`src/rtl/bucket_sch_arb_pkg.sv`:
```
// Shared definitions for the bucket scheduler arbiter: FSM state encoding,
// default frame-length width and the round-robin pointer width helper.
package bucket_sch_arb_pkg;

   typedef enum logic [1:0] {
      ST_IDLE   = 2'd0,
      ST_ARB    = 2'd1,
      ST_GRANT  = 2'd2,
      ST_SETTLE = 2'd3
   } sch_state_t;

   localparam int DEF_LEN_WIDTH = 11;

   function automatic int rr_ptr_width(input int port_num);
      return (port_num > 1) ? $clog2(port_num) : 1;
   endfunction

endpackage

```
`src/rtl/bucket_rr_sel.sv`:
```
// Combinational round-robin search: the first requesting port at or above ptr,
// wrapping from PORT_NUM-1 back to 0, returned one-hot.
module bucket_rr_sel
   import bucket_sch_arb_pkg::*;
#(
   parameter int PORT_NUM = 4,
   parameter int PTR_W    = rr_ptr_width(PORT_NUM)
) (
   input  logic [PORT_NUM-1:0] req,
   input  logic [PTR_W-1:0]    ptr,
   output logic [PORT_NUM-1:0] winner
);

   logic             found_s;
   logic [PTR_W-1:0] idx_s;

   // Scan ports in priority order starting from ptr; the first hit wins.
   always_comb begin
      winner  = '0;
      found_s = 1'b0;
      idx_s   = '0;
      for (int i = 0; i < PORT_NUM; i++) begin
         idx_s = PTR_W'((int'(ptr) + i) % PORT_NUM);
         if (!found_s && req[idx_s]) begin
            winner[idx_s] = 1'b1;
            found_s       = 1'b1;
         end else begin
            found_s = found_s;
         end
      end
   end

endmodule

```
`src/rtl/bucket_sch_arb.sv`:
```
// Token-bucket scheduler arbiter: round-robin grant of one frame at a time,
// charging its length into the bucket. BUCKET_SCH_STRICT_PRI_EN makes port 0 strict-priority.
module bucket_sch_arb
   import bucket_sch_arb_pkg::*;
#(
   parameter int PORT_NUM   = 4,
   parameter int LEN_WIDTH  = DEF_LEN_WIDTH,
   parameter int SETTLE_CYC = 2
) (
   input  logic                          clk,
   input  logic                          reset,
   input  logic [PORT_NUM-1:0]           port_req,
   input  logic [PORT_NUM*LEN_WIDTH-1:0] port_len,
   output logic [PORT_NUM-1:0]           port_gnt,
   input  logic                          bucket_af,
   input  logic                          bucket_full_time_over,
   output logic                          bucket_inc_wr,
   output logic [LEN_WIDTH-1:0]          bucket_inc_wdata,
   output logic                          sch_busy,
   output logic                          sch_err,
   output logic                          sch_hang
);

   localparam int PTR_W = rr_ptr_width(PORT_NUM);
   localparam int CNT_W = (SETTLE_CYC > 1) ? $clog2(SETTLE_CYC) : 1;
   localparam logic [PTR_W-1:0] LAST_PORT = PTR_W'(PORT_NUM - 1);
   localparam logic [CNT_W-1:0] CNT_LAST  = CNT_W'((SETTLE_CYC > 0) ? SETTLE_CYC - 1 : 0);

   sch_state_t           state_r, state_nx_s;
   logic [PTR_W-1:0]     rr_ptr_r, rr_ptr_nx_s;
   logic [CNT_W-1:0]     cnt_r, cnt_nx_s;
   logic [PORT_NUM-1:0]  winner_r, winner_nx_s;
   logic [PORT_NUM-1:0]  sel_req_s, rr_win_s, arb_win_s;
   logic [LEN_WIDTH-1:0] win_len_s;
   logic [PTR_W-1:0]     win_idx_s;
   logic                 grant_s;
   logic                 hang_r;

`ifdef BUCKET_SCH_STRICT_PRI_EN
   localparam logic [PORT_NUM-1:0] PORT0_MASK = PORT_NUM'(1);
   // Port 0 pre-empts the rotation; the others rotate among themselves.
   assign sel_req_s = port_req & ~PORT0_MASK;
   assign arb_win_s = port_req[0] ? PORT0_MASK : rr_win_s;
`else
   assign sel_req_s = port_req;
   assign arb_win_s = rr_win_s;
`endif

   bucket_rr_sel #(
      .PORT_NUM (PORT_NUM),
      .PTR_W    (PTR_W)
   ) u_rr_sel (
      .req    (sel_req_s),
      .ptr    (rr_ptr_r),
      .winner (rr_win_s)
   );

   // Decode the registered one-hot winner into its index and frame length.
   always_comb begin
      win_len_s = '0;
      win_idx_s = '0;
      for (int i = 0; i < PORT_NUM; i++) begin
         win_len_s = win_len_s | (winner_r[i] ? port_len[i*LEN_WIDTH +: LEN_WIDTH] : '0);
         win_idx_s = win_idx_s | (winner_r[i] ? PTR_W'(i) : '0);
      end
   end

   // Reset gates the grant so a reset landing in GRANT never leaks a strobe.
   assign grant_s = (state_r == ST_GRANT) && ((winner_r & port_req) != '0) && !reset;

   // Next-state, winner capture, pointer advance and settle counting.
   always_comb begin
      state_nx_s  = state_r;
      rr_ptr_nx_s = rr_ptr_r;
      cnt_nx_s    = cnt_r;
      winner_nx_s = winner_r;
      case (state_r)
         ST_IDLE: begin
            if ((port_req != '0) && !bucket_af) begin
               state_nx_s = ST_ARB;
            end else begin
               state_nx_s = ST_IDLE;
            end
         end
         ST_ARB: begin
            winner_nx_s = arb_win_s;
            state_nx_s  = ST_GRANT;
         end
         ST_GRANT: begin
            if (grant_s) begin
               rr_ptr_nx_s = (win_idx_s == LAST_PORT) ? '0 : win_idx_s + 1'b1;
               cnt_nx_s    = '0;
               state_nx_s  = (SETTLE_CYC > 0) ? ST_SETTLE : ST_IDLE;
            end else begin
               state_nx_s = ST_IDLE;
            end
         end
         ST_SETTLE: begin
            if (cnt_r >= CNT_LAST) begin
               state_nx_s = ST_IDLE;
            end else begin
               cnt_nx_s = cnt_r + 1'b1;
            end
         end
         default: begin
            state_nx_s = ST_IDLE;
         end
      endcase
   end

   // State and bookkeeping registers.
   always_ff @(posedge clk) begin
      if (reset) begin
         state_r  <= ST_IDLE;
         rr_ptr_r <= '0;
         cnt_r    <= '0;
         winner_r <= '0;
         hang_r   <= 1'b0;
      end else begin
         state_r  <= state_nx_s;
         rr_ptr_r <= rr_ptr_nx_s;
         cnt_r    <= cnt_nx_s;
         winner_r <= winner_nx_s;
         hang_r   <= bucket_full_time_over;
      end
   end

   // A zero-length winner is granted but must not charge the bucket.
   assign port_gnt         = grant_s ? winner_r : '0;
   assign bucket_inc_wr    = grant_s && (win_len_s != '0);
   assign bucket_inc_wdata = bucket_inc_wr ? win_len_s : '0;
   assign sch_err          = grant_s && (win_len_s == '0);
   assign sch_busy         = (state_r != ST_IDLE);
   assign sch_hang         = hang_r;

endmodule

```
`config.mk`:
```
export PLATFORM = sky130hd
export DESIGN_NAME = bucket_sch_arb
export DESIGN_NICKNAME = d
export VERILOG_FILES = /design/src/rtl/bucket_sch_arb_pkg.sv /design/src/rtl/bucket_rr_sel.sv /design/src/rtl/bucket_sch_arb.sv
export SDC_FILE = /design/constraint.sdc
export NUM_CORES = 1
export LEC_CHECK = 0
export ABC_AREA = 0
export BUFFER_PORTS_ARGS = -buffer_cell sky130_fd_sc_hd__buf_2
export CORE_UTILIZATION = 39
export DETAILED_ROUTE_END_ITERATION = 8
export HOLD_SLACK_MARGIN = 0.02
export PLACE_DENSITY = 0.76
export SYNTH_ARGS = -nofsm -noshare
export SYNTH_HDL_FRONTEND = slang
export SYNTH_SLANG_ARGS = --single-unit
```
`constraint.sdc`:
```
create_clock -name clk -period 2.1 [get_ports clk]
set_input_delay 0.42 -clock clk [delete_from_list [all_inputs] [get_ports clk]]
set_output_delay 0.42 -clock clk [all_outputs]
set_load 0.005 [all_outputs]
```
* After elaboration in Yosys (flattened, before gate mapping) *
Index checks and enable logic that the tools add are counted.

word-level totals
  bits of input ports = 52
  memories kept = 0
  output and inout bits = 19
  RAM bits = 0
  register bits = 10
  logic and storage cells = 101
  bits in latches = 0
  bits in read-only memories = 0

cells by class
  multiplexer cells = 40
  eq/ne operators = 7
  multiply operators = 0
  reduce and logical (&&, ||, !) cells = 26
  magnitude comparators = 9
  bitwise gates (word level) = 9
  divide/modulo/power cells = 0
  add/subtract/negate cells = 5
  shift-type cells = 0

operators by type and width
  cell                                                                                 count
  11-bit 2-to-1 mux                                                                    5
  11-bit OR                                                                            3
  4-bit 2-to-1 mux                                                                     5
  1-bit 2-to-1 mux                                                                     15
  1-bit logical AND                                                                    12
  2-bit by 3-bit less-than comparator with 1-bit output, second input constant         4
  4-bit OR                                                                             3
  11-bit zero test                                                                     1
  11-bit nonzero test                                                                  1
  2-bit 2-to-1 mux                                                                     5
  1-bit binary-select mux with 2-bit select                                            4
  1-bit demux with 2-bit select                                                        4
  2-bit by 1-bit greater-or-equal comparator with 1-bit output, second input constant  4
  2-bit case mux with 4 select lines                                                   1
  4-bit nonzero test                                                                   2
  2-bit equality test, second input constant                                           3
  2-bit != test, second input constant                                                 3
  1-bit zero test                                                                      5
  2-bit by 1-bit adder with 2-bit output, second input constant                        2
  2-bit adder, second input constant                                                   2
  4-bit bitwise AND                                                                    1
  2-bit nonzero test                                                                   2
  3-bit AND reduction                                                                  1
  2-bit by 1-bit equality test with 1-bit output, second input constant                1
  7 further kinds                                                                      7

* Longest topological paths before layout *
Gate-level depths: netlist of run 1.

  depth in word-level cells = 12
  mapped depth = 7
  gate-level depth less buffers = 6

* Cells and area by module *
Synthesis of run 1 repeated with hierarchy kept, for this count alone.

unflattened totals
  cells, all modules = 144
  area total of the unflattened synthesis = 1196.1 µm²

modules (own cells, without submodules)
  module          seq. area each (µm²)  area each (µm²)  times used  cells each
  bucket_sch_arb  200.2                 858.3            1           108
  bucket_rr_sel   0.0                   337.8            1           36

* Worst setup path before layout of run 1 *
OpenSTA, ideal clock, no wires.

  path type = flip-flop to flip-flop
  start point = register rr_ptr_r[0]
  end point = register winner_r[0]
  arrival time = 2151 ps
  setup slack = -125 ps
  library setup time = 74 ps
  path buffers = 1
  data required time = 2026 ps
  period minus slack after synthesis = 2225 ps
  stages on the path, launching flop included = 8
  path through = dfxtp_1 inv_1 ha_1 buf_6 or3b_4 a2111oi_4 o21ai_0 a31oi_1

on the way
  cells in the longest elaborated chain, start to end = 12
  elaborated cells between the ends (all ways) = 47
  classes of those cells = 3 x add/sub; 8 x order compare; 23 x mux; 3 x bitwise; 10 x reduce/logical

RTL lines
  element                                                                                                         line                   text
  start, declared                                                                                                 bucket_sch_arb.sv:30   logic [PTR_W-1:0] rr_ptr_r, rr_ptr_nx_s;
  start signal, assigned                                                                                          bucket_sch_arb.sv:121  rr_ptr_r <= rr_ptr_nx_s;
  parallel branches: the longest is 11 deep, another holds 2-bit by 3-bit less-than comparator with 1-bit output  n/a
  4-bit 2-to-1 mux (*)                                                                                            bucket_rr_sel.sv:24    if (!found_s && req[idx_s]) begin
  end signal, assigned                                                                                            bucket_sch_arb.sv:123  winner_r <= winner_nx_s;
  end, declared                                                                                                   bucket_sch_arb.sv:32   logic [PORT_NUM-1:0] winner_r, winner_nx_s;

Every way passes the cells marked *. The select of a mux whose other input is x is not followed.
A chain may end at the register's enable or synchronous reset.

* Worst setup path in the final report of run 1 *
  start point = register winner_r[0]
  end point = output sch_err

on the way
  cells in the longest elaborated chain, start to end = 6
  elaborated cells between the ends (all ways) = 10
  classes of those cells = 1 x mux; 4 x bitwise; 5 x reduce/logical

RTL lines
  element                 line                   text
  11-bit 2-to-1 mux       bucket_sch_arb.sv:63   win_len_s = win_len_s | (winner_r[i] ? port_len[i*LEN_WIDTH +: LEN_WIDTH] : '0);
  11-bit OR (3 in a row)  bucket_sch_arb.sv:63
  11-bit zero test        bucket_sch_arb.sv:132  assign sch_err = grant_s && (win_len_s == '0);
  1-bit logical AND (*)   bucket_sch_arb.sv:132
  end, declared           bucket_sch_arb.sv:20   output logic sch_err,

Mark *: on every way between the ends. The rest lies on a longest branch, timed or not.

==> report_table.html, run 1 <==
<table>
<tr><th>Metric</th><th>Value</th></tr>
<tr><th colspan="2">Synth</th></tr>
<tr><td>Post-Syn Area</td><td>1180 um2</td></tr>
<tr><td>Average cell area after synthesis</td><td>7.69 um2</td></tr>
<tr><td>Net count of the mapped netlist</td><td>between 200 and 250</td></tr>
<tr><td>EDFF count, synth</td><td>0</td></tr>
<tr><td>Fraction of synthesized cell area taken by the top area cell type</td><td>16.9%</td></tr>
<tr><td>Yosys warning count</td><td>0</td></tr>
<tr><td>Synth Area in Compound Gates</td><td>37.1%</td></tr>
<tr><td>Synth top area cells</td><td>dfxtp_1 (17%), a22oi_1 (8.9%), ha_1 (8.4%), nand2_1 (6.7%), a21oi_1 (5.5%)</td></tr>
<tr><td>Post-synthesis xor/xnor area fraction</td><td>0.739%</td></tr>
<tr><td>Async set-or-reset flop fraction in the synthesized netlist</td><td>0%</td></tr>
<tr><td>Simple-gate portion of the synthesized area</td><td>between 20% and 30%</td></tr>
<tr><td>Count of unique library cells instantiated by Yosys</td><td>37</td></tr>
<tr><td>Combinational family with the most area after synthesis</td><td>compound AO/OA/AOI/OAI gates</td></tr>
<tr><td>Share of synthesized area occupied by flip-flops and latches</td><td>16.9%</td></tr>
<tr><td>#FFs+latches synth</td><td>10</td></tr>
<tr><td>Top FF cell, synth</td><td>dfxtp_1</td></tr>
<tr><td>Adder and majority cell fraction of the synthesized area</td><td>8.45%</td></tr>
<tr><td>Multiplexer share of the synthesized area</td><td>8.66%</td></tr>
<tr><td>Post-synthesis cell type with the largest combined area</td><td>dfxtp_1</td></tr>
<tr><td>Gate count after technology mapping</td><td>154</td></tr>
<tr><th colspan="2">Critical path</th></tr>
<tr><td>Type of element launching the critical path</td><td>flip-flop</td></tr>
<tr><td>WP buf/inv</td><td>2</td></tr>
<tr><td>Top delay family on crit path</td><td>compound AO/OA/AOI/OAI gates</td></tr>
<tr><td>Startpoint-to-endpoint class of the critical path</td><td>flip-flop to output pin</td></tr>
<tr><td>Biggest fanout along the worst timing path</td><td>5</td></tr>
<tr><td>Required time worst endpoint</td><td>between 1.5 and 2 ns</td></tr>
<tr><td>Critical Path AT</td><td>between 1.5 and 2 ns</td></tr>
<tr><td>CP cell instances</td><td>buf_6 &gt; a22o_1 &gt; a221oi_2 &gt; and4_1 &gt; and4b_1 &gt; buf_2</td></tr>
<tr><td>Nature of the critical path endpoint</td><td>output pin</td></tr>
<tr><td>Crit-path slowest cell</td><td>dfxtp_2</td></tr>
<tr><td>Slowest stage delay, CP</td><td>0.34 ns</td></tr>
<tr><th colspan="2">Die</th></tr>
<tr><td>Number of standard-cell rows in the floorplan</td><td>19</td></tr>
<tr><td>Width of the die</td><td>57.1 um</td></tr>
<tr><td>Chip height</td><td>around 57 um</td></tr>
<tr><td>CORE AREA</td><td>2830 um2</td></tr>
<tr><td>Area of the die</td><td>3260 um2</td></tr>
<tr><td>Starting density of the core</td><td>41.9%</td></tr>
<tr><td>Number of top-level pins</td><td>71</td></tr>
<tr><th colspan="2">Clocking</th></tr>
<tr><td>Clock-pin slew of the registers on the worst-case setup and hold paths</td><td>0.07 ns</td></tr>
<tr><td>CTS buffer count</td><td>3</td></tr>
<tr><td># H-tree levels</td><td>1</td></tr>
<tr><td>Number of buffers on the longest clock path</td><td>2</td></tr>
<tr><td>CTS sink count</td><td>10</td></tr>
<tr><td>Clock Root Buffer</td><td>clkbuf_4</td></tr>
<tr><td>Worst skew pair latency</td><td>approximately 0.27 ns</td></tr>
<tr><td>Quantity of hold-fixing buffers added after cts</td><td>0</td></tr>
<tr><td>Clock tree from TritonCTS</td><td>built</td></tr>
<tr><th colspan="2">Power and ir drop</th></tr>
<tr><td>Largest voltage drop on the vdd net</td><td>between 0.00015 and 0.0002 V</td></tr>
<tr><td>Standby leakage power</td><td>0.856 nW</td></tr>
<tr><td>Power per cell area</td><td>368 nW/um2</td></tr>
<tr><th colspan="2">Detailed routing</th></tr>
<tr><td>Sum of routed wire length over all layers</td><td>3710 um</td></tr>
<tr><td>Count of routing violations after the opening detailed-route iteration</td><td>93</td></tr>
<tr><td>Total via count in the routed design</td><td>1,505</td></tr>
<tr><td>DR WL/cell</td><td>13.6 um</td></tr>
<tr><td>Via-to-Cell Ratio</td><td>5.51</td></tr>
<tr><td>Residual antenna-violating net count after detailed routing</td><td>0</td></tr>
<tr><td># DRC</td><td>20</td></tr>
<tr><td>Length of the first detailed-routing pass in iterations</td><td>6</td></tr>
<tr><th colspan="2">Min path</th></tr>
<tr><td>Path category of the worst min-delay check</td><td>input port to flip-flop</td></tr>
<tr><th colspan="2">Finish</th></tr>
<tr><td>Inserted Diodes</td><td>0</td></tr>
<tr><td>Ratio of cells with drive above 1 in the final layout</td><td>50.0%</td></tr>
<tr><td>Area Growth Syn to Fin</td><td>54.6%</td></tr>
<tr><td>Layout net count</td><td>between 300 and 400</td></tr>
<tr><td>Final design utilization</td><td>64.8%</td></tr>
<tr><th colspan="2">Status</th></tr>
<tr><td>Result of the run</td><td>finished with violations</td></tr>
<tr><td>Failing checks</td><td>DRC, setup timing</td></tr>
<tr><th colspan="2">GRT</th></tr>
<tr><td>Sum of overflow across all layers after global routing</td><td>0</td></tr>
<tr><td>Via count of the first global-routing pass</td><td>1,372</td></tr>
<tr><td>Antenna violations before repair</td><td>0</td></tr>
<tr><td>Maximum number of pins on one net before global-route repair</td><td>14</td></tr>
<tr><td>Tot GR Track Use</td><td>23.0%</td></tr>
<tr><td>Wire length of the first global-routing pass</td><td>a little under 6000 um</td></tr>
<tr><th colspan="2">Run</th></tr>
<tr><td>Max capacitance violation total</td><td>0</td></tr>
<tr><th colspan="2">Placement</th></tr>
<tr><td>Number of buffers inserted by port buffering</td><td>70</td></tr>
<tr><td>Post-place setup slack</td><td>0.110 ns</td></tr>
<tr><td>Weighted congestion reported at the end of routability-driven placement</td><td>0.852</td></tr>
<tr><td>Half-perimeter wire length after detailed placement</td><td>2730 um</td></tr>
<tr><th colspan="2">Timing</th></tr>
<tr><td>Max Slew Vio Count</td><td>0</td></tr>
<tr><td>Post-route fraction of the period consumed by the critical path</td><td>101%</td></tr>
<tr><td>Total negative setup slack</td><td>-0.0301 ns</td></tr>
<tr><td>Largest clock skew in the final design</td><td>slightly below 0.003 ns</td></tr>
<tr><td>Normalized max-slew margin</td><td>76.0%</td></tr>
<tr><td>Unrepaired setup endpoints after global routing</td><td>yes</td></tr>
<tr><td>Setup slack after layout</td><td>-0.0301 ns</td></tr>
<tr><td>Fmax</td><td>469 MHz</td></tr>
<tr><td>Pin slew with the least headroom to its limit</td><td>about 0.36 ns</td></tr>
<tr><td>Final min period</td><td>2.13 ns</td></tr>
<tr><td>Final Hold Viols</td><td>0</td></tr>
<tr><td>Final setup violation count</td><td>1</td></tr>
</table>
[worst paths after layout]
kind                       to  slack, ns  depth (start not counted)                  start
setup / recovery      sch_err      -0.03                          6            winner_r[0]
hold / removal       sch_hang       0.36                          2  bucket_full_time_over
setup reg to reg  winner_r[1]       0.13                          6            rr_ptr_r[1]
hold reg to reg         cnt_r       0.50                          2                  cnt_r
[power breakdown]
part | switching [mW] | internal [mW] | total, mW | leakage [nW]
clock | 0.0716 | 0.105 | 0.177 | 0.0210
combinational | 0.136 | 0.151 | 0.288 | 0.752
sequential | 0.00951 | 0.201 | 0.210 | 0.0831
[cell families after synthesis]
kind of cell               Yosys count
DFF                                 10
muxes                                6
buffers and inverters               19
AOI/OAI and AO/OA                   61
xor gates and xnor gates             1
and+or+nand+nor                     49
adders and majority gates            8
[repair_timing]
action / CTS / global route
setup endpoints to repair: 6 / 15
gates resized for setup: 15 / 3
buffers inserted: 7 / 1
pin swaps: 3 / 3
[cell type report]
cell class	count	area, um2
Fill cell	246	997
Inverter	6	22.5
Sequential cell	10	204
Clock buffer	4	36.3
Timing Repair Buffer	97	572
Multi-Input combinational cell	125	958
Tap cell	31	38.8
[registers in the layout, indices dropped and copies added, names as in the netlist]
register	count
rr_ptr_r	2
sch_hang	1
winner_r	4
state_r	2
cnt_r	1
[worst reg2reg max path, cell delays in order, from the launching register on]
cell and delay [ns]:
dfxtp_1 0.34, inv_1 0.07, ha_1 0.29, or3b_4 0.41, a2111oi_4 0.44, o21ai_0 0.13
a31oi_1 0.20
[layout by cell type, fill, tap and decap left out, types with 2 or more instances in the layout]
cell | Yosys | routed
buf_2 | 4 | 70
a21o_1 | 4 | 4
ha_1 | 8 | 8
a21oi_1 | 13 | 13
buf_6 | 1 | 5
a22oi_1 | 14 | 9
a22o_1 | 6 | 6
clkbuf_4 | 0 | 3
nor2_1 | 9 | 9
or3_1 | 3 | 3
nand2_1 | 21 | 21
buf_4 | 1 | 22
a221oi_2 | 0 | 4
nor2b_1 | 5 | 5
a22oi_2 | 0 | 5
dfxtp_1 | 10 | 7
o21a_1 | 4 | 4
nand3b_1 | 2 | 2
dfxtp_2 | 0 | 3
inv_1 | 6 | 6
o21ai_0 | 4 | 4
mux2i_1 | 2 | 2
mux4_2 | 2 | 2
a31oi_1 | 9 | 9
[per-layer routing]
layer,wire length [um],global-route usage (%)
met1,1550,27.3
met2,1930,42.7
met3,206,2.72
met4,19,8.01
met5,0,0
[metrics by stage]
stage               power, mW  instances  area [um2]  hold slack (ns)
floorplan               0.354        154        1190            0.450
global placement        0.449        261        1650            0.468
detailed placement      0.450        261        1650            0.470
CTS                     0.663        272        1820            0.362
global route            0.721        273        1830            0.367
finish                  0.675        273        1830            0.364
[Yosys cell counts, drive strengths merged (5+ instances only)]
cell type	n
a21oi	13
a22o	6
a22oi	14
a31oi	9
buf	7
clkbuf	6
dfxtp	10
ha	8
inv	6
nand2	21
nor2	9
nor2b	5
(Power assumes the default switching activity.)
==> inputs of run 2 (changes only) <==
Settings changed: PLACE_DENSITY 0.76 to 0.86, SETUP_SLACK_MARGIN set to 0.1.
==> run 2 against run 1 <==
  * The flow still finishes with violations (DRC, setup timing)
  * Worst setup slack worse by 0.032 ns
  * Register-to-register slack better by 0.09 ns
  * Global-route usage is 0.78 points higher
  * Cell area is 1.4% lower
  * Critical path type unchanged
  * Highest routed layer unchanged
==> report_table.html, run 2 (synthesis results as in run 1) <==
<table>
<tr><th>Metric</th><th>Value</th></tr>
<tr><th colspan="2">Status</th></tr>
<tr><td>Result of the run</td><td>finished with violations</td></tr>
<tr><td>Failing checks</td><td>DRC, setup timing</td></tr>
<tr><th colspan="2">GRT</th></tr>
<tr><td>Via count of the first global-routing pass</td><td>1,400 (+2.0%)</td></tr>
<tr><td>Antenna violations before repair</td><td>0 (unchanged)</td></tr>
<tr><td>Tot GR Track Use</td><td>23.8% (+0.78 points)</td></tr>
<tr><td>Sum of overflow across all layers after global routing</td><td>0 (unchanged)</td></tr>
<tr><td>Wire length of the first global-routing pass</td><td>6240 um (+5.6%)</td></tr>
<tr><td>Maximum number of pins on one net before global-route repair</td><td>16 (+2)</td></tr>
<tr><th colspan="2">Clocking</th></tr>
<tr><td># H-tree levels</td><td>1 (unchanged)</td></tr>
<tr><td>CTS buffer count</td><td>3 (unchanged)</td></tr>
<tr><td>Number of buffers on the longest clock path</td><td>2 (unchanged)</td></tr>
<tr><td>Clock Root Buffer</td><td>clkbuf_4</td></tr>
<tr><td>Clock-pin slew of the registers on the worst-case setup and hold paths</td><td>0.06 ns (about the same)</td></tr>
<tr><td>Clock tree from TritonCTS</td><td>built</td></tr>
<tr><td>Quantity of hold-fixing buffers added after cts</td><td>0 (unchanged)</td></tr>
<tr><td>Worst skew pair latency</td><td>0.25 ns (-0.02 ns)</td></tr>
<tr><td>CTS sink count</td><td>10 (unchanged)</td></tr>
<tr><th colspan="2">Detailed routing</th></tr>
<tr><td>Total via count in the routed design</td><td>1,574 (+4.6%)</td></tr>
<tr><td>Length of the first detailed-routing pass in iterations</td><td>7 (+1)</td></tr>
<tr><td>Sum of routed wire length over all layers</td><td>3960 um (+6.6%)</td></tr>
<tr><td>Count of routing violations after the opening detailed-route iteration</td><td>156 (+68%)</td></tr>
<tr><td>DR WL/cell</td><td>14.9 um (+9.8%)</td></tr>
<tr><td>Via-to-Cell Ratio</td><td>5.94 (+7.7%)</td></tr>
<tr><td>Residual antenna-violating net count after detailed routing</td><td>0 (unchanged)</td></tr>
<tr><td># DRC</td><td>20 (unchanged)</td></tr>
<tr><th colspan="2">Timing</th></tr>
<tr><td>Final setup violation count</td><td>17 (+16)</td></tr>
<tr><td>Pin slew with the least headroom to its limit</td><td>0.412 ns (+0.0521 ns)</td></tr>
<tr><td>Unrepaired setup endpoints after global routing</td><td>yes</td></tr>
<tr><td>Final Hold Viols</td><td>0 (unchanged)</td></tr>
<tr><td>Fmax</td><td>462 MHz (-1.5%)</td></tr>
<tr><td>Worst hold slack across all endpoints</td><td>0.369 ns (+0.00433 ns)</td></tr>
<tr><td>Largest clock skew in the final design</td><td>0.000345 ns (-0.00261 ns)</td></tr>
<tr><td>Post-route fraction of the period consumed by the critical path</td><td>103% (+1.5 points)</td></tr>
<tr><td>Final min period</td><td>2.16 ns (+0.0324 ns)</td></tr>
<tr><td>Max Slew Vio Count</td><td>0 (unchanged)</td></tr>
<tr><td>Normalized max-slew margin</td><td>72.3% (-3.7 points)</td></tr>
<tr><td>Setup slack after layout</td><td>-0.0626 ns (-0.0324 ns)</td></tr>
<tr><th colspan="2">Finish</th></tr>
<tr><td>Largest Register</td><td>winner_r</td></tr>
<tr><td>Most common library cell in the layout ignoring fill and taps</td><td>buf_2</td></tr>
<tr><td>Layout Cell Area excl Fill</td><td>1810 um2 (-1.4%)</td></tr>
<tr><td>Area Growth Syn to Fin</td><td>52.5%</td></tr>
<tr><td>Largest register FFs</td><td>4 (unchanged)</td></tr>
<tr><td>Inserted Diodes</td><td>0 (unchanged)</td></tr>
<tr><td>Ratio of cells with drive above 1 in the final layout</td><td>53.0% (+3.0 points)</td></tr>
<tr><td>Registers with the highest flip-flop counts</td><td>winner_r (4), rr_ptr_r (2), state_r (2)</td></tr>
<tr><td>Layout net count</td><td>295 (-2.6%)</td></tr>
<tr><td>Commonest non-fill, non-tap cells in the layout</td><td>buf_2 (71), nand2_1 (21), buf_4 (16), nor2_1 (9), a31oi_1 (9)</td></tr>
<tr><td>Number of cells in the finished layout apart from fillers</td><td>265 (-2.9%)</td></tr>
<tr><th colspan="2">Critical path</th></tr>
<tr><td>Critical Path AT</td><td>1.74 ns (+0.03 ns)</td></tr>
<tr><td>Biggest fanout along the worst timing path</td><td>7 (+2)</td></tr>
<tr><td>Required time worst endpoint</td><td>1.68 ns (about the same)</td></tr>
<tr><td>Worst reg2reg startpoint</td><td>winner_r[3]</td></tr>
<tr><td>Worst reg2reg path endpoint</td><td>rr_ptr_r[1]</td></tr>
<tr><td>Startpoint-to-endpoint class of the critical path</td><td>flip-flop to output pin</td></tr>
<tr><td>Reg2Reg Setup Slack</td><td>0.22 ns (+0.09 ns)</td></tr>
<tr><td>Register-to-Register Path Depth</td><td>7 (+1)</td></tr>
<tr><td>Nature of the critical path endpoint</td><td>output pin</td></tr>
<tr><td>Type of element launching the critical path</td><td>flip-flop</td></tr>
<tr><th colspan="2">Run</th></tr>
<tr><td>Max capacitance violation total</td><td>0 (unchanged)</td></tr>
<tr><th colspan="2">Power and ir drop</th></tr>
<tr><td>Power per cell area</td><td>361 nW/um2 (-1.9%)</td></tr>
<tr><td>Largest voltage drop on the vdd net</td><td>0.000232 V (+38%)</td></tr>
<tr><td>Standby leakage power</td><td>0.816 nW (-4.7%)</td></tr>
<tr><th colspan="2">Die</th></tr>
<tr><td>Number of standard-cell rows in the floorplan</td><td>19 (unchanged)</td></tr>
<tr><td>Number of top-level pins</td><td>71 (unchanged)</td></tr>
<tr><td>Chip height</td><td>57.1 um (unchanged)</td></tr>
<tr><td>CORE AREA</td><td>2830 um2 (unchanged)</td></tr>
<tr><td>Starting density of the core</td><td>41.9% (unchanged)</td></tr>
<tr><td>Width of the die</td><td>57.1 um (unchanged)</td></tr>
<tr><td>Area of the die</td><td>3260 um2 (unchanged)</td></tr>
<tr><th colspan="2">Placement</th></tr>
<tr><td>Number of buffers inserted by port buffering</td><td>70 (unchanged)</td></tr>
<tr><td>Weighted congestion reported at the end of routability-driven placement</td><td>0.892 (+4.7%)</td></tr>
<tr><td>Half-perimeter wire length after detailed placement</td><td>2870 um (+5.3%)</td></tr>
<tr><td>Post-placement cell area</td><td>1630 um2 (-1.6%)</td></tr>
<tr><td>Placed Cells</td><td>257 (-1.5%)</td></tr>
<tr><th colspan="2">Min path</th></tr>
<tr><td>Startpoint of the tightest hold check path</td><td>bucket_full_time_over</td></tr>
<tr><td>Hold Path Stages</td><td>2 (unchanged)</td></tr>
<tr><td>Terminating pin of the worst hold path</td><td>sch_hang</td></tr>
<tr><td>Path category of the worst min-delay check</td><td>input port to flip-flop</td></tr>
</table>
run 2: cell types whose count changed in the layout (fill, tap and decap cells not counted), moves of 2 or more:
cell,previous run,this run
a21oi_2,0,6
dfxtp_1,7,4
a21oi_1,13,7
dfxtp_2,3,1
buf_6,5,2
buf_4,22,16
dfxtp_4,0,5
run 2: routing by layer:
metal  global-route usage (%)  part of all wire [%]  vias to the layer above
li1                         -                     -                      744
met1                     27.8                    39                      733
met2                     44.7                    51                       81
met3                     3.40                   6.8                       16
met4                     7.32                   3.4                        0
met5                        0                     0                        -
run 2: area by class of cell:
| type | count | area [um2] |
|---|---|---|
| multi-input cells | 125 | 991 |
| well taps | 31 | 38.8 |
| flip-flops and latches | 10 | 220 |
| repair buffers | 89 | 498 |
| inverters | 6 | 22.5 |
| fillers | 228 | 1020 |
| clock buffers | 4 | 36.3 |
run 2: power breakdown:
| part | switching (mW) | internal, mW |
|---|---|---|
| Combinational | 0.128 | 0.136 |
| Clock | 0.0589 | 0.105 |
| Sequential | 0.0263 | 0.199 |
| Total | 0.213 | 0.440 |
run 2: worst max-delay path by stage:
| stage | start | to | slack [ns] | depth (start not counted) |
|---|---|---|---|---|
| after floorplan | rr_ptr_r[0] | winner_r[0] | 0.11 | 7 |
| after global placement | port_len[1] | sch_err | 0.11 | 6 |
| after detailed placement | port_len[0] | sch_err | 0.05 | 6 |
| after CTS | winner_r[0] | sch_err | -0.003 | 6 |
| after global routing | winner_r[1] | bucket_inc_wdata[6] | -0.15 | 6 |
| final | winner_r[1] | bucket_inc_wdata[6] | -0.06 | 6 |
run 2: stage by stage:
stage               util, %  TNS [ns]  total power, mW  worst slack (ns)
floorplan                 -         0            0.353             0.105
global placement       57.5         0            0.437             0.113
detailed placement     57.5         0            0.443            0.0451
CTS                    62.2  -0.00297            0.635          -0.00297
global route           63.9     -2.09            0.694            -0.153
finish                 63.9    -0.603            0.653           -0.0626
run 2: what timing repair did:
action	4_1_cts	5_1_grt
pin swaps	4	4
endpoints found under the setup margin	17	21
resized for setup	21	9
setup buffers	2	1
cloned	0	1
run 2: worst max-delay path, stage by stage (launching register included):
cell and delay [ns]:
dfxtp_4 0.37, buf_6 0.12, a22o_1 0.22, o211ai_1 0.35
buf_4 0.23, a21oi_1 0.06, buf_2 0.14
==> inputs of run 3 (changes only) <==
Settings changed: BUFFER_PORTS_ARGS -buffer_cell sky130_fd_sc_hd__buf_2 to not set, CORE_UTILIZATION 39 to 57, DONT_BUFFER_PORTS set to 1, PLACE_DENSITY 0.86 to 0.85, SYNTH_HIERARCHICAL set to 1.
==> run 3 against run 2 <==
  * The run ends with setup timing left
  * Register-to-register slack worse by 0.12 ns
  * Total power down 12%
  * Clock power up 19%
  * Via count down 20%
  * Utilization up 13 points
  * Worst hold slack worse by 0.20 ns
  * Combinational power down 33%
  * Global-route usage up 0.27 points
  * Non-clock buffer count down 66
  * Sequential share of layout area up 2.6 points
  * Wire length down 6.1%
  * First-iteration DRC count down 65%
  * Largest power group is now sequential cells
==> report_table.html, run 3 <==
<table>
<tr><th>Metric</th><th>Value</th></tr>
<tr><th colspan="2">Status</th></tr>
<tr><td>Result of the run</td><td>finished with violations</td></tr>
<tr><td>Failing checks</td><td>setup timing</td></tr>
<tr><th colspan="2">Synth</th></tr>
<tr><td>Average cell area after synthesis</td><td>8.31 um2 (+8.0%)</td></tr>
<tr><td>#FFs+latches synth</td><td>10 (unchanged)</td></tr>
<tr><td>EDFF count, synth</td><td>0 (unchanged)</td></tr>
<tr><td>Top FF cell, synth</td><td>dfxtp_1</td></tr>
<tr><td>Post-synthesis cell type with the largest combined area</td><td>dfxtp_1</td></tr>
<tr><td>Gate count after technology mapping</td><td>144 (-6.5%)</td></tr>
<tr><td>Yosys warning count</td><td>6 (+6)</td></tr>
<tr><td>Synth top area cells</td><td>dfxtp_1 (17%), a22oi_1 (11%), a21oi_1 (7.9%), buf_6 (7.5%), nand2_1 (6.6%)</td></tr>
<tr><td>Post-Syn Area</td><td>1200 um2 (+0.95%)</td></tr>
<tr><td>Net count of the mapped netlist</td><td>202 (-5.6%)</td></tr>
<tr><td>Leading cell type by number of instances after synthesis</td><td>nand2_1</td></tr>
<tr><td>Count of unique library cells instantiated by Yosys</td><td>31 (-16%)</td></tr>
<tr><td>Most instantiated cells after synthesis</td><td>nand2_1 (21), a21oi_1 (19), a22oi_1 (17)</td></tr>
<tr><td>Async set-or-reset flop fraction in the synthesized netlist</td><td>0% (unchanged)</td></tr>
<tr><td>Fraction of synthesized cell area taken by the top area cell type</td><td>16.7% (-0.16 points)</td></tr>
<tr><td>Share of synthesized area occupied by flip-flops and latches</td><td>16.7% (-0.16 points)</td></tr>
<tr><th colspan="2">Power and ir drop</th></tr>
<tr><td>Power per cell area</td><td>383 nW/um2 (+6.0%)</td></tr>
<tr><td>Largest voltage drop on the vdd net</td><td>0.000393 V (+70%)</td></tr>
<tr><td>Standby leakage power</td><td>0.584 nW (-28%)</td></tr>
<tr><th colspan="2">GRT</th></tr>
<tr><td>Sum of overflow across all layers after global routing</td><td>0 (unchanged)</td></tr>
<tr><td>Antenna violations before repair</td><td>0 (unchanged)</td></tr>
<tr><td>Tot GR Track Use</td><td>24.1% (+0.27 points)</td></tr>
<tr><td>Via count of the first global-routing pass</td><td>884 (-37%)</td></tr>
<tr><td>Wire length of the first global-routing pass</td><td>3830 um (-39%)</td></tr>
<tr><td>Maximum number of pins on one net before global-route repair</td><td>13 (-3)</td></tr>
<tr><th colspan="2">Placement</th></tr>
<tr><td>Placed Cells</td><td>168 (-35%)</td></tr>
<tr><td>Post-place setup slack</td><td>0.112 ns (+0.0672 ns)</td></tr>
<tr><td>Weighted congestion reported at the end of routability-driven placement</td><td>0.846 (-5.1%)</td></tr>
<tr><td>Number of buffers inserted by port buffering</td><td>0 (-100%)</td></tr>
<tr><td>Half-perimeter wire length after detailed placement</td><td>2160 um (-25%)</td></tr>
<tr><th colspan="2">Finish</th></tr>
<tr><td>Number of cells in the finished layout apart from fillers</td><td>187 (-29%)</td></tr>
<tr><td>Final design utilization</td><td>76.8% (+13 points)</td></tr>
<tr><td>Most common library cell in the layout ignoring fill and taps</td><td>nand2_1</td></tr>
<tr><td>Largest Register</td><td>winner_r</td></tr>
<tr><td>Commonest non-fill, non-tap cells in the layout</td><td>nand2_1 (19), a21oi_1 (18), a22oi_2 (16), buf_4 (12)</td></tr>
<tr><td>Inserted Diodes</td><td>0 (unchanged)</td></tr>
<tr><td>Largest register FFs</td><td>4 (unchanged)</td></tr>
<tr><td>Ratio of cells with drive above 1 in the final layout</td><td>43.1% (-9.9 points)</td></tr>
<tr><td>Layout net count</td><td>219 (-26%)</td></tr>
<tr><td>Registers with the highest flip-flop counts</td><td>winner_r (4), rr_ptr_r (2), state_r (2)</td></tr>
<tr><td>Area Growth Syn to Fin</td><td>26.0%</td></tr>
<tr><th colspan="2">Die</th></tr>
<tr><td>Area of the die</td><td>2290 um2 (-30%)</td></tr>
<tr><td>Starting density of the core</td><td>61.0% (+19 points)</td></tr>
<tr><td>Width of the die</td><td>47.8 um (-16%)</td></tr>
<tr><td>Number of top-level pins</td><td>71 (unchanged)</td></tr>
<tr><td>CORE AREA</td><td>1960 um2 (-31%)</td></tr>
<tr><td>Number of standard-cell rows in the floorplan</td><td>16 (-3)</td></tr>
<tr><td>Chip height</td><td>47.8 um (-16%)</td></tr>
<tr><th colspan="2">Critical path</th></tr>
<tr><td>Required time worst endpoint</td><td>1.68 ns (about the same)</td></tr>
<tr><td>Worst reg2reg startpoint</td><td>rr_ptr_r[1]</td></tr>
<tr><td>Startpoint-to-endpoint class of the critical path</td><td>flip-flop to output pin</td></tr>
<tr><td>Nature of the critical path endpoint</td><td>output pin</td></tr>
<tr><td>Launch point of the worst path</td><td>winner_r[3]</td></tr>
<tr><td>Critical Path AT</td><td>1.73 ns (about the same)</td></tr>
<tr><td>Biggest fanout along the worst timing path</td><td>6 (-1)</td></tr>
<tr><td>Type of element launching the critical path</td><td>flip-flop</td></tr>
<tr><th colspan="2">Clocking</th></tr>
<tr><td>Clock Root Buffer</td><td>clkbuf_4</td></tr>
<tr><td>Clock tree from TritonCTS</td><td>built</td></tr>
<tr><td>Clock-pin slew of the registers on the worst-case setup and hold paths</td><td>0.09 ns (+0.03 ns)</td></tr>
<tr><td>CTS sink count</td><td>10 (unchanged)</td></tr>
<tr><td># H-tree levels</td><td>1 (unchanged)</td></tr>
<tr><td>CTS buffer count</td><td>3 (unchanged)</td></tr>
<tr><td>Number of buffers on the longest clock path</td><td>2 (unchanged)</td></tr>
<tr><td>Worst skew pair latency</td><td>0.30 ns (+0.05 ns)</td></tr>
<tr><td>Quantity of hold-fixing buffers added after cts</td><td>0 (unchanged)</td></tr>
<tr><th colspan="2">Run</th></tr>
<tr><td>Max capacitance violation total</td><td>0 (unchanged)</td></tr>
<tr><th colspan="2">Detailed routing</th></tr>
<tr><td># DRC</td><td>0 (-100%)</td></tr>
<tr><td>Length of the first detailed-routing pass in iterations</td><td>6 (-1)</td></tr>
<tr><td>Sum of routed wire length over all layers</td><td>3710 um (-6.1%)</td></tr>
<tr><td>Via-to-Cell Ratio</td><td>6.73 (+13%)</td></tr>
<tr><td>Residual antenna-violating net count after detailed routing</td><td>0 (unchanged)</td></tr>
<tr><td>DR WL/cell</td><td>19.9 um (+33%)</td></tr>
<tr><td>Total via count in the routed design</td><td>1,258 (-20%)</td></tr>
<tr><td>Count of routing violations after the opening detailed-route iteration</td><td>54 (-65%)</td></tr>
<tr><th colspan="2">Timing</th></tr>
<tr><td>Largest clock skew in the final design</td><td>0.0146 ns (+0.0142 ns)</td></tr>
<tr><td>Post-route fraction of the period consumed by the critical path</td><td>103% (-0.38 points)</td></tr>
<tr><td>Worst hold slack across all endpoints</td><td>0.165 ns (-0.204 ns)</td></tr>
<tr><td>Setup slack after layout</td><td>-0.0545 ns (+0.00805 ns)</td></tr>
<tr><td>Final Hold Viols</td><td>0 (unchanged)</td></tr>
<tr><td>Fmax</td><td>464 MHz (+0.37%)</td></tr>
<tr><td>Final setup violation count</td><td>1 (-16)</td></tr>
<tr><td>Pin slew with the least headroom to its limit</td><td>0.341 ns (-0.0707 ns)</td></tr>
<tr><td>Normalized max-slew margin</td><td>77.1% (+4.9 points)</td></tr>
<tr><td>Max Slew Vio Count</td><td>0 (unchanged)</td></tr>
<tr><td>Final min period</td><td>2.15 ns (-0.00805 ns)</td></tr>
<tr><td>Unrepaired setup endpoints after global routing</td><td>yes</td></tr>
<tr><th colspan="2">Min path</th></tr>
<tr><td>Path category of the worst min-delay check</td><td>input port to flip-flop</td></tr>
<tr><td>Startpoint of the tightest hold check path</td><td>reset</td></tr>
</table>
[run 3: path summary, 6_finish.rpt]
kind | cells after the start | slack [ns] | to
max | 5 | -0.05 | sch_err
min | 1 | 0.17 | rr_ptr_r[0]
max reg2reg | 8 | 0.10 | winner_r[2]
min reg2reg | 2 | 0.48 | cnt_r
[run 3: critical path, cell delays in order, from the launching register on]
cell and delay [ns]:
dfxtp_4 0.38, buf_2 0.17, a22oi_2 0.19, nand2_2 0.10
nor4_4 0.32, and4b_1 0.27
[run 3: kinds of logic (layout without fill, tap and decap cells)]
group | count (synthesis) | count (layout) | synth area share, %
AOI/OAI and AO/OA | 54 | 54 | 33.7
xor gates and xnor gates | 1 | 1 | 0.732
adders and majority gates | 6 | 6 | 6.28
buffers and inverters | 21 | 37 | 11.7
DFF | 10 | 10 | 16.7
muxes | 8 | 8 | 11.5
and+or+nand+nor | 44 | 44 | 19.4
[run 3: area by class of cell]
class / instances / area [um2]
inverters: 10 / 37.5
fillers: 133 / 454
repair buffers: 23 / 220
multi-input cells: 113 / 957
clock buffers: 4 / 36.3
well taps: 27 / 33.8
flip-flops and latches: 10 / 223
[run 3: through the flow]
stage | cell area, um2 | total power [mW] | setup TNS, ns
2_1_floorplan | 1200 | 0.330 | 0
3_3_place_gp | 1190 | 0.333 | 0
3_5_place_dp | 1190 | 0.338 | 0
4_1_cts | 1350 | 0.532 | 0
5_1_grt | 1510 | 0.604 | -0.106
6_report | 1510 | 0.577 | -0.0545
[run 3: power breakdown]
| group | leakage, nW | internal (mW) | switching [mW] |
|---|---|---|---|
| Clock | 0.0210 | 0.106 | 0.0895 |
| Combinational | 0.477 | 0.0891 | 0.0875 |
| Sequential | 0.0861 | 0.193 | 0.0129 |
| Total | 0.584 | 0.388 | 0.190 |
[run 3: what timing repair did]
action                                  4_1_cts  5_1_grt
gates resized for setup                      18       26
pin swaps                                     6        8
setup buffers                                 7        8
endpoints found under the setup margin       19       18
cloned                                        0        0
hold endpoints to repair                      0        0
[run 3: per-layer routing]
layer	GRT usage (%)	part of all wire [%]
met5	0	0
met4	5.56	1.1
met3	6.04	7.5
met2	38.9	54
met1	32.4	37
